[config.mk]
export PLATFORM = sky130hd
export DESIGN_NAME = uart_rx_frame_flat
export DESIGN_NICKNAME = d
export VERILOG_FILES = /design/src/rtl/uart_pkg.sv /design/src/rtl/uart_rx_frame_if.sv /design/src/rtl/uart_rx_sync.sv /design/src/rtl/uart_rx_frame.sv /design/src/flat_wrapper.sv
export SDC_FILE = /design/constraint.sdc
export NUM_CORES = 1
export LEC_CHECK = 0
export CORE_MARGIN = 1
export CORE_UTILIZATION = 40
export DETAILED_ROUTE_END_ITERATION = 6
export MAX_ROUTING_LAYER = met4
export PLACE_DENSITY = 0.66
export SETUP_SLACK_MARGIN = 0.05
export SYNTH_ARGS = -nofsm -noshare
export SYNTH_HDL_FRONTEND = slang
export SYNTH_SLANG_ARGS = --single-unit
export TNS_END_PERCENT = 50
[constraint.sdc]
create_clock -name clk_i -period 3.1 [get_ports clk_i]
set_clock_uncertainty 0.1 [all_clocks]
set_input_delay 0.775 -clock clk_i [delete_from_list [all_inputs] [get_ports clk_i]]
set_output_delay 0.775 -clock clk_i [all_outputs]
set_load 0.005 [all_outputs]
[src/rtl/uart_pkg.sv]
// Shared UART definitions: receiver state encoding, frame-size constants,
// the parity rule and the configuration decode helpers used by both link ends.
package uart_pkg;

    localparam int unsigned DATA_W = 9;

    localparam logic [3:0] DATA_SIZE_6 = 4'd6;
    localparam logic [3:0] DATA_SIZE_7 = 4'd7;
    localparam logic [3:0] DATA_SIZE_8 = 4'd8;
    localparam logic [3:0] DATA_SIZE_9 = 4'd9;

    typedef enum logic [2:0] {
        IDLE,
        START,
        DATA,
        PARITY,
        STOP
    } rx_state_e;

    typedef enum logic {
        PARITY_ODD  = 1'b0,
        PARITY_EVEN = 1'b1
    } parity_e;

    // Frame configuration captured when a start bit is accepted.
    typedef struct packed {
        logic [3:0] nbits;
        logic       par_en;
        parity_e    par_type;
        logic [1:0] nstop;
    } rx_cfg_t;

    function automatic logic [3:0] data_bits(input logic [3:0] data_size);
        logic [3:0] n;
        case (data_size)
            DATA_SIZE_6: n = DATA_SIZE_6;
            DATA_SIZE_7: n = DATA_SIZE_7;
            DATA_SIZE_8: n = DATA_SIZE_8;
            default:     n = DATA_SIZE_9;
        endcase
        return n;
    endfunction

    // 2 or 3 selects two stop bits, 0 or 1 selects one.
    function automatic logic [1:0] stop_bits(input logic [1:0] stop_size);
        return stop_size[1] ? 2'd2 : 2'd1;
    endfunction

    function automatic logic parity_bit(input logic [DATA_W-1:0] data, input parity_e ptype);
        return (ptype == PARITY_EVEN) ? ^data : ~^data;
    endfunction

endpackage

[src/rtl/uart_rx_frame_if.sv]
// Received-word handshake between the UART receive framer and its consumer.
interface uart_rx_frame_if;
    import uart_pkg::*;

    logic [DATA_W-1:0] data_o;
    logic              rx_valid_o;
    logic              parity_err_o;
    logic              frame_err_o;
    logic              overrun_o;
    logic              rx_ready_i;

    modport master (
        output data_o, rx_valid_o, parity_err_o, frame_err_o, overrun_o,
        input  rx_ready_i
    );

    modport slave (
        input  data_o, rx_valid_o, parity_err_o, frame_err_o, overrun_o,
        output rx_ready_i
    );

endinterface

[src/rtl/uart_rx_sync.sv]
// rx line metastability synchroniser plus the "line seen high in IDLE" arm flag
// that blocks new starts on a line held low (break).
module uart_rx_sync #(
    parameter int unsigned SYNC_STAGES = 2
) (
    input  logic clk_i,
    input  logic rst_ni,
    input  logic rx_i,
    input  logic disarm_i,
    output logic rx_s_o,
    output logic armed_o
);

    logic [SYNC_STAGES-1:0] sync_q;
    logic                   armed_q;

    always_ff @(posedge clk_i or negedge rst_ni) begin
        if (!rst_ni) begin
            sync_q  <= '1;
            armed_q <= 1'b0;
        end else begin
            sync_q  <= SYNC_STAGES'({sync_q, rx_i});
            armed_q <= disarm_i ? 1'b0 : (armed_q | sync_q[SYNC_STAGES-1]);
        end
    end

    assign rx_s_o  = sync_q[SYNC_STAGES-1];
    assign armed_o = armed_q;

endmodule

[src/rtl/uart_rx_frame.sv]
// UART receive framer: oversampled start/data/parity/stop recovery with a
// valid/ready output holding register. UART_RX_MAJORITY_VOTE_EN selects 2-of-3 bit voting.
module uart_rx_frame
    import uart_pkg::*;
#(
    parameter int unsigned OVERSAMPLE  = 16,
    parameter int unsigned SYNC_STAGES = 2
) (
    input  logic        clk_i,
    input  logic        rst_ni,
    input  logic        en_i,
    input  logic        tick_i,
    input  logic        rx_i,
    input  logic [3:0]  data_size_i,
    input  logic        parity_size_i,
    input  logic        parity_type_i,
    input  logic [1:0]  stop_size_i,
    output logic        rx_busy_o,
    uart_rx_frame_if.master rx_if
);

    localparam int unsigned CW = $clog2(OVERSAMPLE);

    logic rx_s;
    logic armed;
    logic disarm_c;

    uart_rx_sync #(.SYNC_STAGES(SYNC_STAGES)) u_sync (
        .clk_i    (clk_i),
        .rst_ni   (rst_ni),
        .rx_i     (rx_i),
        .disarm_i (disarm_c),
        .rx_s_o   (rx_s),
        .armed_o  (armed)
    );

    logic [CW-1:0] cnt_q, cnt_d;
    logic          sample_c;
    logic          bit_c;

`ifdef UART_RX_MAJORITY_VOTE_EN
    localparam logic [CW-1:0] VOTE0_PT  = CW'(OVERSAMPLE/2 - 2);
    localparam logic [CW-1:0] VOTE1_PT  = CW'(OVERSAMPLE/2 - 1);
    localparam logic [CW-1:0] SAMPLE_PT = CW'(OVERSAMPLE/2);

    logic vote0_q, vote1_q;

    // Early votes; the third is the live sample at the decision tick.
    always_ff @(posedge clk_i or negedge rst_ni) begin
        if (!rst_ni) begin
            vote0_q <= 1'b1;
            vote1_q <= 1'b1;
        end else if (tick_i) begin
            if (cnt_q == VOTE0_PT) vote0_q <= rx_s;
            if (cnt_q == VOTE1_PT) vote1_q <= rx_s;
        end
    end

    assign bit_c = (vote0_q & vote1_q) | (vote0_q & rx_s) | (vote1_q & rx_s);
`else
    localparam logic [CW-1:0] SAMPLE_PT = CW'(OVERSAMPLE/2 - 1);

    assign bit_c = rx_s;
`endif

    assign sample_c = tick_i && (cnt_q == SAMPLE_PT);

    rx_state_e         state_q, state_d;
    logic [3:0]        bit_cnt_q, bit_cnt_d;
    logic [DATA_W-1:0] shift_q, shift_d;
    logic              perr_q, perr_d;
    logic              ferr_q, ferr_d;
    rx_cfg_t           cfg_q, cfg_d;
    logic              done_q, done_d;

    logic [DATA_W-1:0] dout_q, dout_d;
    logic              valid_q, valid_d;
    logic              pe_q, pe_d;
    logic              fe_q, fe_d;
    logic              ovr_q, ovr_d;
    logic              busy_q, busy_d;
    logic              accept_c;

    assign disarm_c = (state_q != IDLE);
    assign accept_c = valid_q && rx_if.rx_ready_i;

    // Next-state, frame datapath and output holding register.
    always_comb begin
        state_d   = state_q;
        cnt_d     = tick_i ? cnt_q + CW'(1) : cnt_q;
        bit_cnt_d = bit_cnt_q;
        shift_d   = shift_q;
        perr_d    = perr_q;
        ferr_d    = ferr_q;
        cfg_d     = cfg_q;
        done_d    = 1'b0;
        valid_d   = valid_q;
        dout_d    = dout_q;
        pe_d      = pe_q;
        fe_d      = fe_q;
        ovr_d     = 1'b0;

        if (!en_i) begin
            state_d = IDLE;
        end else begin
            case (state_q)
                IDLE: begin
                    if (armed && !rx_s) begin
                        state_d        = START;
                        cnt_d          = '0;
                        bit_cnt_d      = '0;
                        shift_d        = '0;
                        perr_d         = 1'b0;
                        ferr_d         = 1'b0;
                        cfg_d.nbits    = data_bits(data_size_i);
                        cfg_d.par_en   = parity_size_i;
                        cfg_d.par_type = parity_e'(parity_type_i);
                        cfg_d.nstop    = stop_bits(stop_size_i);
                    end
                end
                START: begin
                    if (sample_c) begin
                        state_d   = bit_c ? IDLE : DATA;
                        bit_cnt_d = '0;
                    end
                end
                DATA: begin
                    if (sample_c) begin
                        shift_d[bit_cnt_q] = bit_c;
                        if (bit_cnt_q == cfg_q.nbits - 4'd1) begin
                            bit_cnt_d = '0;
                            state_d   = cfg_q.par_en ? PARITY : STOP;
                        end else begin
                            bit_cnt_d = bit_cnt_q + 4'd1;
                        end
                    end
                end
                PARITY: begin
                    if (sample_c) begin
                        perr_d  = (bit_c != parity_bit(shift_q, cfg_q.par_type));
                        state_d = STOP;
                    end
                end
                STOP: begin
                    if (sample_c) begin
                        if (!bit_c) ferr_d = 1'b1;
                        // Leave mid-bit so a start edge half a bit later is caught.
                        if (bit_cnt_q == 4'(cfg_q.nstop) - 4'd1) begin
                            state_d = IDLE;
                            done_d  = 1'b1;
                        end else begin
                            bit_cnt_d = bit_cnt_q + 4'd1;
                        end
                    end
                end
                default: state_d = IDLE;
            endcase
        end

        if (done_q) begin
            if (valid_q && !accept_c) begin
                ovr_d = 1'b1;
            end else begin
                valid_d = 1'b1;
                dout_d  = shift_q;
                pe_d    = perr_q;
                fe_d    = ferr_q;
            end
        end else if (accept_c) begin
            valid_d = 1'b0;
        end

        busy_d = (state_d != IDLE);
    end

    always_ff @(posedge clk_i or negedge rst_ni) begin
        if (!rst_ni) begin
            state_q   <= IDLE;
            cnt_q     <= '0;
            bit_cnt_q <= '0;
            shift_q   <= '0;
            perr_q    <= 1'b0;
            ferr_q    <= 1'b0;
            cfg_q     <= '0;
            done_q    <= 1'b0;
            dout_q    <= '0;
            valid_q   <= 1'b0;
            pe_q      <= 1'b0;
            fe_q      <= 1'b0;
            ovr_q     <= 1'b0;
            busy_q    <= 1'b0;
        end else begin
            state_q   <= state_d;
            cnt_q     <= cnt_d;
            bit_cnt_q <= bit_cnt_d;
            shift_q   <= shift_d;
            perr_q    <= perr_d;
            ferr_q    <= ferr_d;
            cfg_q     <= cfg_d;
            done_q    <= done_d;
            dout_q    <= dout_d;
            valid_q   <= valid_d;
            pe_q      <= pe_d;
            fe_q      <= fe_d;
            ovr_q     <= ovr_d;
            busy_q    <= busy_d;
        end
    end

    assign rx_if.data_o       = dout_q;
    assign rx_if.rx_valid_o   = valid_q;
    assign rx_if.parity_err_o = pe_q;
    assign rx_if.frame_err_o  = fe_q;
    assign rx_if.overrun_o    = ovr_q;
    assign rx_busy_o          = busy_q;

endmodule

[src/flat_wrapper.sv]
// flat-port wrapper written by rule: the top's interface ports become plain ports
module uart_rx_frame_flat import uart_pkg::*;
#(
    parameter int unsigned OVERSAMPLE  = 16,
    parameter int unsigned SYNC_STAGES = 2
)
  (clk_i, rst_ni, en_i, tick_i, rx_i, data_size_i, parity_size_i, parity_type_i, stop_size_i, rx_busy_o, rx_if_data_o, rx_if_rx_valid_o, rx_if_parity_err_o, rx_if_frame_err_o, rx_if_overrun_o, rx_if_rx_ready_i);
  uart_rx_frame_if rx_if_i ();
  input  logic clk_i;
  input  logic rst_ni;
  input  logic en_i;
  input  logic tick_i;
  input  logic rx_i;
  input  logic [3:0] data_size_i;
  input  logic parity_size_i;
  input  logic parity_type_i;
  input  logic [1:0] stop_size_i;
  output logic rx_busy_o;
  output wire logic [$bits(rx_if_i.data_o)-1:0] rx_if_data_o;
  output wire logic [$bits(rx_if_i.rx_valid_o)-1:0] rx_if_rx_valid_o;
  output wire logic [$bits(rx_if_i.parity_err_o)-1:0] rx_if_parity_err_o;
  output wire logic [$bits(rx_if_i.frame_err_o)-1:0] rx_if_frame_err_o;
  output wire logic [$bits(rx_if_i.overrun_o)-1:0] rx_if_overrun_o;
  input wire logic [$bits(rx_if_i.rx_ready_i)-1:0] rx_if_rx_ready_i;
  assign rx_if_data_o = rx_if_i.data_o;
  assign rx_if_rx_valid_o = rx_if_i.rx_valid_o;
  assign rx_if_parity_err_o = rx_if_i.parity_err_o;
  assign rx_if_frame_err_o = rx_if_i.frame_err_o;
  assign rx_if_overrun_o = rx_if_i.overrun_o;
  assign rx_if_i.rx_ready_i = rx_if_rx_ready_i;
  uart_rx_frame #(.OVERSAMPLE(OVERSAMPLE), .SYNC_STAGES(SYNC_STAGES)) u_core (.clk_i(clk_i), .rst_ni(rst_ni), .en_i(en_i), .tick_i(tick_i), .rx_i(rx_i), .data_size_i(data_size_i), .parity_size_i(parity_size_i), .parity_type_i(parity_type_i), .stop_size_i(stop_size_i), .rx_busy_o(rx_busy_o), .rx_if(rx_if_i));
endmodule
# ---- After elaboration in Yosys (flattened, before gate mapping)
# Index checks and enable logic that the tools add are counted.
dict set report totals {
  ff_bits 48
  input_bits 14
  output_inout_bits 14
}
dict set report classes {
  addsub 4
  n_lt_le_gt_ge 2
  eq_ne 19
  mux 47
  bitwise_logic 2
  reduce_logical 24
}
# operator count
set op_table {}
lappend op_table {{4-bit 2-to-1 mux} 10}
lappend op_table {{3-bit 2-to-1 mux} 9}
lappend op_table {{9-bit 2-to-1 mux} 2}
lappend op_table {{9-bit case mux with 2 select lines} 1}
lappend op_table {{1-bit 2-to-1 mux} 16}
lappend op_table {{4-bit case mux with 4 select lines} 1}
lappend op_table {{3-bit case mux with 5 select lines} 1}
lappend op_table {{4-bit by 3-bit == test with 1-bit output, second input constant} 3}
lappend op_table {{4-bit case mux with 3 select lines} 1}
lappend op_table {{2-bit by 1-bit != test with 1-bit output, second input constant} 5}
lappend op_table {{9-bit bitwise mux} 1}
lappend op_table {{9-bit XNOR reduction} 1}
lappend op_table {{9-bit XOR reduction} 1}
lappend op_table {{4-bit by 1-bit adder with 4-bit output, second input constant} 2}
lappend op_table {{4-bit == test} 2}
lappend op_table {{4-bit AND reduction} 2}
lappend op_table {{2-bit nonzero test} 4}
lappend op_table {{7-bit AND reduction} 1}
lappend op_table {{3-bit by 2-bit == test with 1-bit output, second input constant} 2}
lappend op_table {{2-bit != test, second input constant} 3}
lappend op_table {{3-bit nonzero test} 2}
lappend op_table {{1-bit logical AND} 5}
lappend op_table {{4-bit by 5-bit less-than comparator with 1-bit output, second input constant} 1}
lappend op_table {{5-bit AND reduction} 1}
lappend op_table {{17 further kinds} 21}

# ---- Logic depth before layout (Yosys ltp)
# Gate-level depths: netlist of run 1.
dict set report depth {
  word_depth 7
  depth_mapped 7
  ltp_nobuf 7
}

# ---- Modules after synthesis
# A second synthesis of run 1 with hierarchy kept.
dict set report unflattened {
  hier_cells 231
  hier_area_um2 2457.4
}
# module n_inst cells_each area_per_inst_um2
set modules_own_cells {}
lappend modules_own_cells {uart_rx_frame 1 227 2369.8}
lappend modules_own_cells {uart_rx_sync 1 4 87.6}

# ---- Worst setup path after synthesis of run 1
# OpenSTA, ideal clock, no wires.
dict set report synth_path {
  path_kind {input port to flip-flop}
  start {input port rx_if_rx_ready_i}
  end {register u_core.dout_q[0], in the netlist u_core.rx_if.data_o[0]}
  t_arrival_ps 1710
  required_time_ps 2875
  setup_slack_ps 1165
  path_stages 4
  n_path_buf 1
  path_cell_list {nand2b_1 > nand2_1 > clkbuf_1 > mux2_2}
}
dict set report synth_via {
  elab_chain_cells 5
}
# item line_no
set synth_lines {}
lappend synth_lines {{start: declaration} flat_wrapper.sv:24} ;# input wire logic [$bits(rx_if_i.rx_ready_i)-1:0] rx_if_rx_ready_i;
lappend synth_lines {{1-bit logical AND} uart_rx_frame.sv:85} ;# assign accept_c = valid_q && rx_if.rx_ready_i;
lappend synth_lines {{1-bit zero test} uart_rx_frame.sv:161} ;# if (valid_q && !accept_c) begin
lappend synth_lines {{1-bit logical AND} uart_rx_frame.sv:161}
lappend synth_lines {{1-bit inverter (no line)} -}
lappend synth_lines {{2-bit AND reduction (no line)} -}
lappend synth_lines {{end signal: assignment} uart_rx_frame.sv:201} ;# dout_q <= dout_d;
lappend synth_lines {{end: declaration} uart_rx_frame.sv:76} ;# logic [DATA_W-1:0] dout_q, dout_d;
# No other way between the ends.
# A chain may end at the register's enable or synchronous reset.

# ---- Worst setup path in the final report of run 1
dict set report layout_path {
  start {input port tick_i}
  end {register u_core.shift_q[8]}
}
dict set report layout_via {
  elab_chain_cells 3
}
# item line_no
set layout_lines {}
lappend layout_lines {{start: declaration} flat_wrapper.sv:12} ;# input logic tick_i;
lappend layout_lines {{1-bit logical AND} uart_rx_frame.sv:66} ;# assign sample_c = tick_i && (cnt_q == SAMPLE_PT);
lappend layout_lines {{2-bit by 1-bit != test with 1-bit output (no line)} -}
lappend layout_lines {{4-bit AND reduction (no line)} -}
lappend layout_lines {{end signal: assignment} uart_rx_frame.sv:196} ;# shift_q <= shift_d;
lappend layout_lines {{end: declaration} uart_rx_frame.sv:70} ;# logic [DATA_W-1:0] shift_q, shift_d;
# No other way between the ends.

==> flow_metrics.tcl, run 1 <==
set metrics [dict create \
    netlist_area_sq_um 2470 \
    nFillCells 601 \
    nets 287 \
    global_route.overflow_total 0 \
    seq_area_frac_synth 0.476 \
    holdBufCountCts 0 \
    synth-edff-count 0 \
    htreeDepth 2 \
    hold_viol 0 \
    dr.max_layer_used "met4" \
    r2r_slack_ps 1060 \
    place_hpwl_um 3280 \
    ys_ff_latch 47 \
    coreArea_sq_um 5960 \
    slew_violations 0 \
    setup_viol 0 \
    grt_max_degree 21 \
    min_period_over_period 0.811 \
    antenna_found_initial 0 \
    rsz0062_at_grt "no" \
    syn-num-nets 262 \
    ir_drop_mv 0.223 \
    drtAntennaViolNets 0 \
    die-area_sq_um 6500 \
    cp-end-kind "register" \
    route.met2.wl_um 2040 \
    cts_root_buffer "clkbuf_8" \
    dieWidth_um 80.6 \
    vias 1718 \
    place_congestion 0.775 \
    worstPathMaxFanout 9 \
    hp-class "input pin to async pin" \
    drt-total-wl_um 4360 \
    grt_usage 0.158 \
    wl_met3_um 142 \
    worstSkewPairLatency_ps 300 \
    reg2reg_depth 5 \
    ioPinCount 28 \
    ys.flop_type "dfrtp_1" \
    grt_pass1_vias 1666 \
    core.rowCount 28 \
    drcViolationCount 0 \
    synth.avg_cell_area_sq_um 10.3 \
    grt_pass1_wl_um 7570 \
    crit_type "input pin to register" \
    io_buffer_count 26 \
    fin_crit_ps 2510 \
    worstReg2RegEnd "u_core.shift_q[1]$_DFFE_PN0P_" \
    synth_warnings 0 \
    finalPower_mw 1.40 \
    numCtsBuffers 5 \
    fin_setup_tns_ps 0 \
    yosysTopAreaCell "dfrtp_1" \
    max_freq_mhz 398 \
    required_ps 3190 \
    cap_violations 0 \
    post_cts_resized 0 \
    synth_cells 240 \
    clkTransAtPathRegs_ps 80 \
    area_growth_syn_to_layout_pct 16.0 \
    synthTopCellsByArea "dfrtp_1, nand2_1, mux2_2" \
    start_util 0.415 \
    layout_common_cells "dfrtp_1, nand2_1, clkdlybuf4s50_1" \
    final_util 0.482 \
    drive_gt1_frac 0.128 \
    p_leak_nw 1.28 \
    worstPathArrival_ps 2600 \
    cts.sinks 47 \
    synth_cell_types 48 \
    antennaDiodeCount 0 \
    run_status "finished, final reports clean" \
    drt_iter0_drc 138 \
    start_kind "input pin" \
    synthDominantCellAreaShare 0.455 \
    clk_path_buf_depth 2 \
    wire_per_inst_um 12.8 \
    relSlewSlack 0.690 \
    reg2reg_from "u_core.u_sync.sync_q[1]$_DFF_PN1_" \
    power-per-cell-area_nw_per_um2 486 \
    firstDrtPassIters 4 \
    wl_met1_um 2120 \
    final_common_cell "dfrtp_1" \
    async_flop_share 1.00 \
    cts_tree "built" \
    postCtsSetupRepairBufs 0 \
    vias_per_cell 5.05 \
    die_h_um 80.6 \
    tightest_slew_ps 463 \
]
metal layers:
metal / global-route usage / up-vias
li1: - / 879
met1: 0.187 / 807
met2: 0.264 / 26
met3: 0.0409 / 6
met4: 0.0482 / 0
met5: - / -
Yosys cell counts, types with 2 or more instances:
cell type / number
a21o_1: 5
a21oi_1: 7
a22o_1: 8
a31oi_1: 2
and2_1: 2
and3_1: 3
and3_4: 2
buf_2: 3
buf_4: 2
clkbuf_1: 4
dfrtp_1: 45
dfstp_2: 2
ha_1: 8
inv_1: 10
mux2_2: 11
mux2i_1: 3
nand2_1: 33
nand2b_1: 2
nand3_1: 7
nand3b_1: 3
nand4_1: 5
nor2_1: 20
nor3_1: 2
o21a_1: 3
o21ai_0: 6
xnor2_1: 14
xor2_1: 7
cells by family after synthesis:
logic type / synth area share
AO/OA/AOI/OAI: 0.134
XOR/XNOR: 0.0744
adder cells (fa/ha/maj): 0.0405
buffers and inverters: 0.0379
flip-flops: 0.476
multiplexers: 0.0622
AND/OR/NAND/NOR: 0.175
how the worst max path moves through the flow:
| stage | to | from |
|---|---|---|
| final | u_core.shift_q[8]$_DFFE_PN0P_ | tick_i |
| after global placement | u_core.shift_q[8]$_DFFE_PN0P_ | tick_i |
| after global routing | u_core.shift_q[8]$_DFFE_PN0P_ | tick_i |
| after CTS | u_core.shift_q[8]$_DFFE_PN0P_ | tick_i |
| after detailed placement | u_core.shift_q[8]$_DFFE_PN0P_ | tick_i |
| after floorplan | u_core.rx_if.data_o[0]$_DFFE_PN0P_ | rx_if_rx_ready_i |
where the power goes:
| group | leakage [nW] | total [mW] | switching (mW) | internal [mW] |
|---|---|---|---|---|
| Combinational | 0.616 | 0.298 | 0.155 | 0.143 |
| Sequential | 0.620 | 0.725 | 0.0512 | 0.673 |
| Clock | 0.0470 | 0.373 | 0.198 | 0.175 |
registers in the layout, indices dropped and copies added (netlist names), 2 cells and up:
register / count
u_core.rx_if.data_o: 9
u_core.bit_cnt_q: 4
u_core.cfg_q: 7
u_core.state_q: 3
u_core.u_sync.sync_q: 2
u_core.shift_q: 9
u_core.cnt_q: 4
critical path, stage by stage:
cell and delay [ps]:
clkdlybuf4s50_1 590, nand4b_2 260, a21boi_1 290, and2_1 320, o21ai_0 140, a32o_1 220
layout make-up:
type | instances | area, sq um | share of cell area
clock buffer | 6 | 82.6 | 0.0288
sequential | 47 | 1180 | 0.411
inverter | 10 | 37.5 | 0.0131
clock inverter | 1 | 5.00 | 0.00174
tap | 75 | 93.8 | 0.0327
timing repair buffer | 28 | 270 | 0.0942
multi-input combinational | 173 | 1200 | 0.419
through the flow:
| stage | cells | hold slack [ps] | area (sq um) | setup WS, ps |
|---|---|---|---|---|
| finish | 340 | 232 | 2870 | 587 |
| detailed placement | 333 | 248 | 2780 | 298 |
| global placement | 333 | 247 | 2780 | 322 |
| global route | 340 | 228 | 2870 | 486 |
| CTS | 340 | 232 | 2870 | 606 |
| floorplan | 240 | 245 | 2470 | 1160 |
(Power assumes the default switching activity.)
==> inputs of run 2 (changes only) <==
--- a/config.mk
+++ b/config.mk
@@ -9,7 +9,7 @@
 export CORE_UTILIZATION = 40
 export DETAILED_ROUTE_END_ITERATION = 6
 export MAX_ROUTING_LAYER = met4
-export PLACE_DENSITY = 0.66
+export PLACE_DENSITY = 0.68
 export SETUP_SLACK_MARGIN = 0.05
 export SYNTH_ARGS = -nofsm -noshare
 export SYNTH_HDL_FRONTEND = slang
==> constraint.sdc (replaced) <==
create_clock -name clk_i -period 2 [get_ports clk_i]
set_clock_uncertainty 0.1 [all_clocks]
set_input_delay 0.5 -clock clk_i [delete_from_list [all_inputs] [get_ports clk_i]]
set_output_delay 0.5 -clock clk_i [all_outputs]
set_load 0.005 [all_outputs]
==> run 2 against run 1 <==
  * Die area is the same
  * Routed wire length is 11% higher
  * Sequential share of layout area fell by 3.3 points
  * Sequential power up 54%
  * First-iteration DRC count is 9.4% lower
  * Combinational power rose by 110%
  * Count of clock-buffer cells in the layout unchanged
  * Clock power grew 51%
  * Non-clock buffer count up 21
==> flow_metrics.tcl, run 2 (same netlist as run 1, synthesis figures left out) <==
set metrics [dict create \
    run_status "finished, final reports clean" \
    dp.cells 352 \
    grt_pass1_vias 1858 \
    rsz0062_at_grt "yes" \
    numCtsBuffers 5 \
    drtAntennaViolNets 0 \
    holdBufCountCts 0 \
    cap_violations 0 \
    finalNonFillerCells 361 \
    antenna_found_initial 0 \
    global_route.overflow_total 0 \
    drive_gt1_frac 0.227 \
    grt_usage 0.173 \
    vias_per_cell 5.02 \
    placed_area_sq_um 2950 \
    clk_path_buf_depth 2 \
    cp-end-kind "register" \
    final_common_cell "dfrtp_1" \
    vias 1812 \
    slowest_delay_ps 440 \
    ir_drop_mv 0.359 \
    place_congestion 0.834 \
    die-area_sq_um 6500 \
    hp-class "input pin to async pin" \
    nets 308 \
    min_period_over_period 0.934 \
    cpMaxStageDelayCell "nor4bb_2" \
    path_delay_family "simple AND/OR/NAND/NOR gates" \
    start_util 0.415 \
    power-per-cell-area_nw_per_um2 740 \
    crit_type "register to register" \
    fin_crit_ps 1870 \
    path_buf_inv 1 \
    crit_chain "ha_2 > nand4b_4 > buf_6 > nor4bb_2 > nand2_1 > mux2i_1" \
    drt-total-wl_um 4850 \
    dp_worst_setup_slack_ps -297 \
    slew_violations 0 \
    antennaDiodeCount 0 \
    fin_setup_tns_ps 0 \
    drt_iter0_drc 125 \
    firstDrtPassIters 4 \
    grt_pass1_wl_um 8340 \
    layout_common_cells "dfrtp_1, nand2_1, clkdlybuf4s50_1" \
    tightest_slew_ps 448 \
    die_h_um 80.6 \
    io_buffer_count 26 \
    coreArea_sq_um 5960 \
    reg2reg_from "u_core.cnt_q[1]$_DFF_PN0_" \
    clkTransAtPathRegs_ps 80 \
    cts.sinks 47 \
    relSlewSlack 0.697 \
    final_util 0.524 \
    worstSetupStartpoint "u_core.cnt_q[1]$_DFF_PN0_" \
    max_freq_mhz 535 \
    htreeDepth 2 \
    start_kind "register" \
    p_leak_nw 1.42 \
    grt_max_degree 30 \
    fin_ws_ps 132 \
    required_ps 2070 \
    worstSkewPairLatency_ps 290 \
    drcViolationCount 0 \
    area_growth_syn_to_layout_pct 26.2 \
    cts_root_buffer "clkbuf_8" \
    place_hpwl_um 3740 \
    dieWidth_um 80.6 \
    final_cell_area_sq_um 3120 \
    wire_per_inst_um 13.4 \
    ioPinCount 28 \
    worstPathMaxFanout 6 \
    setup_viol 0 \
    hold_viol 0 \
    worstPathArrival_ps 1940 \
    cts_tree "built" \
    core.rowCount 28 \
]
## run 2: changes by cell type in the layout (fill, tap and decap cells not counted), sizes merged
cell           delta
buf              +21
dlymetal6s2s      +1
clkdlybuf4s50     -1
## run 2: per-layer routing
| metal | wire length (um) | track usage | vias to the layer above | part of all wire |
|---|---|---|---|---|
| met2 | 2300 | 0.282 | 32 | 0.47 |
| met1 | 2370 | 0.212 | 850 | 0.49 |
| li1 | - | - | 922 | - |
| met5 | 0 | - | - | 0 |
| met3 | 114 | 0.0341 | 8 | 0.023 |
| met4 | 66 | 0.0625 | 0 | 0.014 |
## run 2: path summary, 6_finish.rpt
path	endpoint	slack, ps	depth (start not counted)
setup / recovery	u_core.perr_q$_DFFE_PN0P_	130	6
hold / removal	u_core.u_sync.armed_o$_DFF_PN0_	50	1
setup reg to reg	u_core.perr_q$_DFFE_PN0P_	130	6
hold reg to reg	u_core.u_sync.sync_q[1]$_DFF_PN1_	260	0
max in group asynchronous	u_core.cfg_q[4]$_DFFE_PN0P_	1250	2
min in group clk_i	u_core.u_sync.sync_q[1]$_DFF_PN1_	260	0
## run 2: final cells by class
class,instances,area (sq um)
Clock inverter,1,5.00
Timing Repair Buffer,49,459
Fill cell,544,2840
Sequential cell,47,1180
Multi-Input combinational cell,173,1260
Tap cell,75,93.8
Clock buffer,6,82.6
Inverter,10,37.5
## run 2: power breakdown
| group | switching [mW] | total (mW) | leakage (nW) | internal, mW |
|---|---|---|---|---|
| logic | 0.308 | 0.621 | 0.758 | 0.314 |
| clock network | 0.294 | 0.565 | 0.0470 | 0.272 |
| registers | 0.0791 | 1.12 | 0.620 | 1.04 |
| total | 0.681 | 2.31 | 1.42 | 1.63 |
## run 2: through the flow
step / power (mW) / hold WS (ps)
4_1_cts: 2.26 / 53.3
5_1_grt: 2.46 / 59.3
6_report: 2.31 / 47.0
3_3_place_gp: 1.64 / 247
2_1_floorplan: 1.48 / 104
3_5_place_dp: 1.67 / 248
## run 2: what timing repair did
item | CTS | global route
endpoints found under the setup margin | 3 | 19
buffers inserted | 0 | 2
pin swaps | 0 | 5
gates resized for setup | 2 | 13
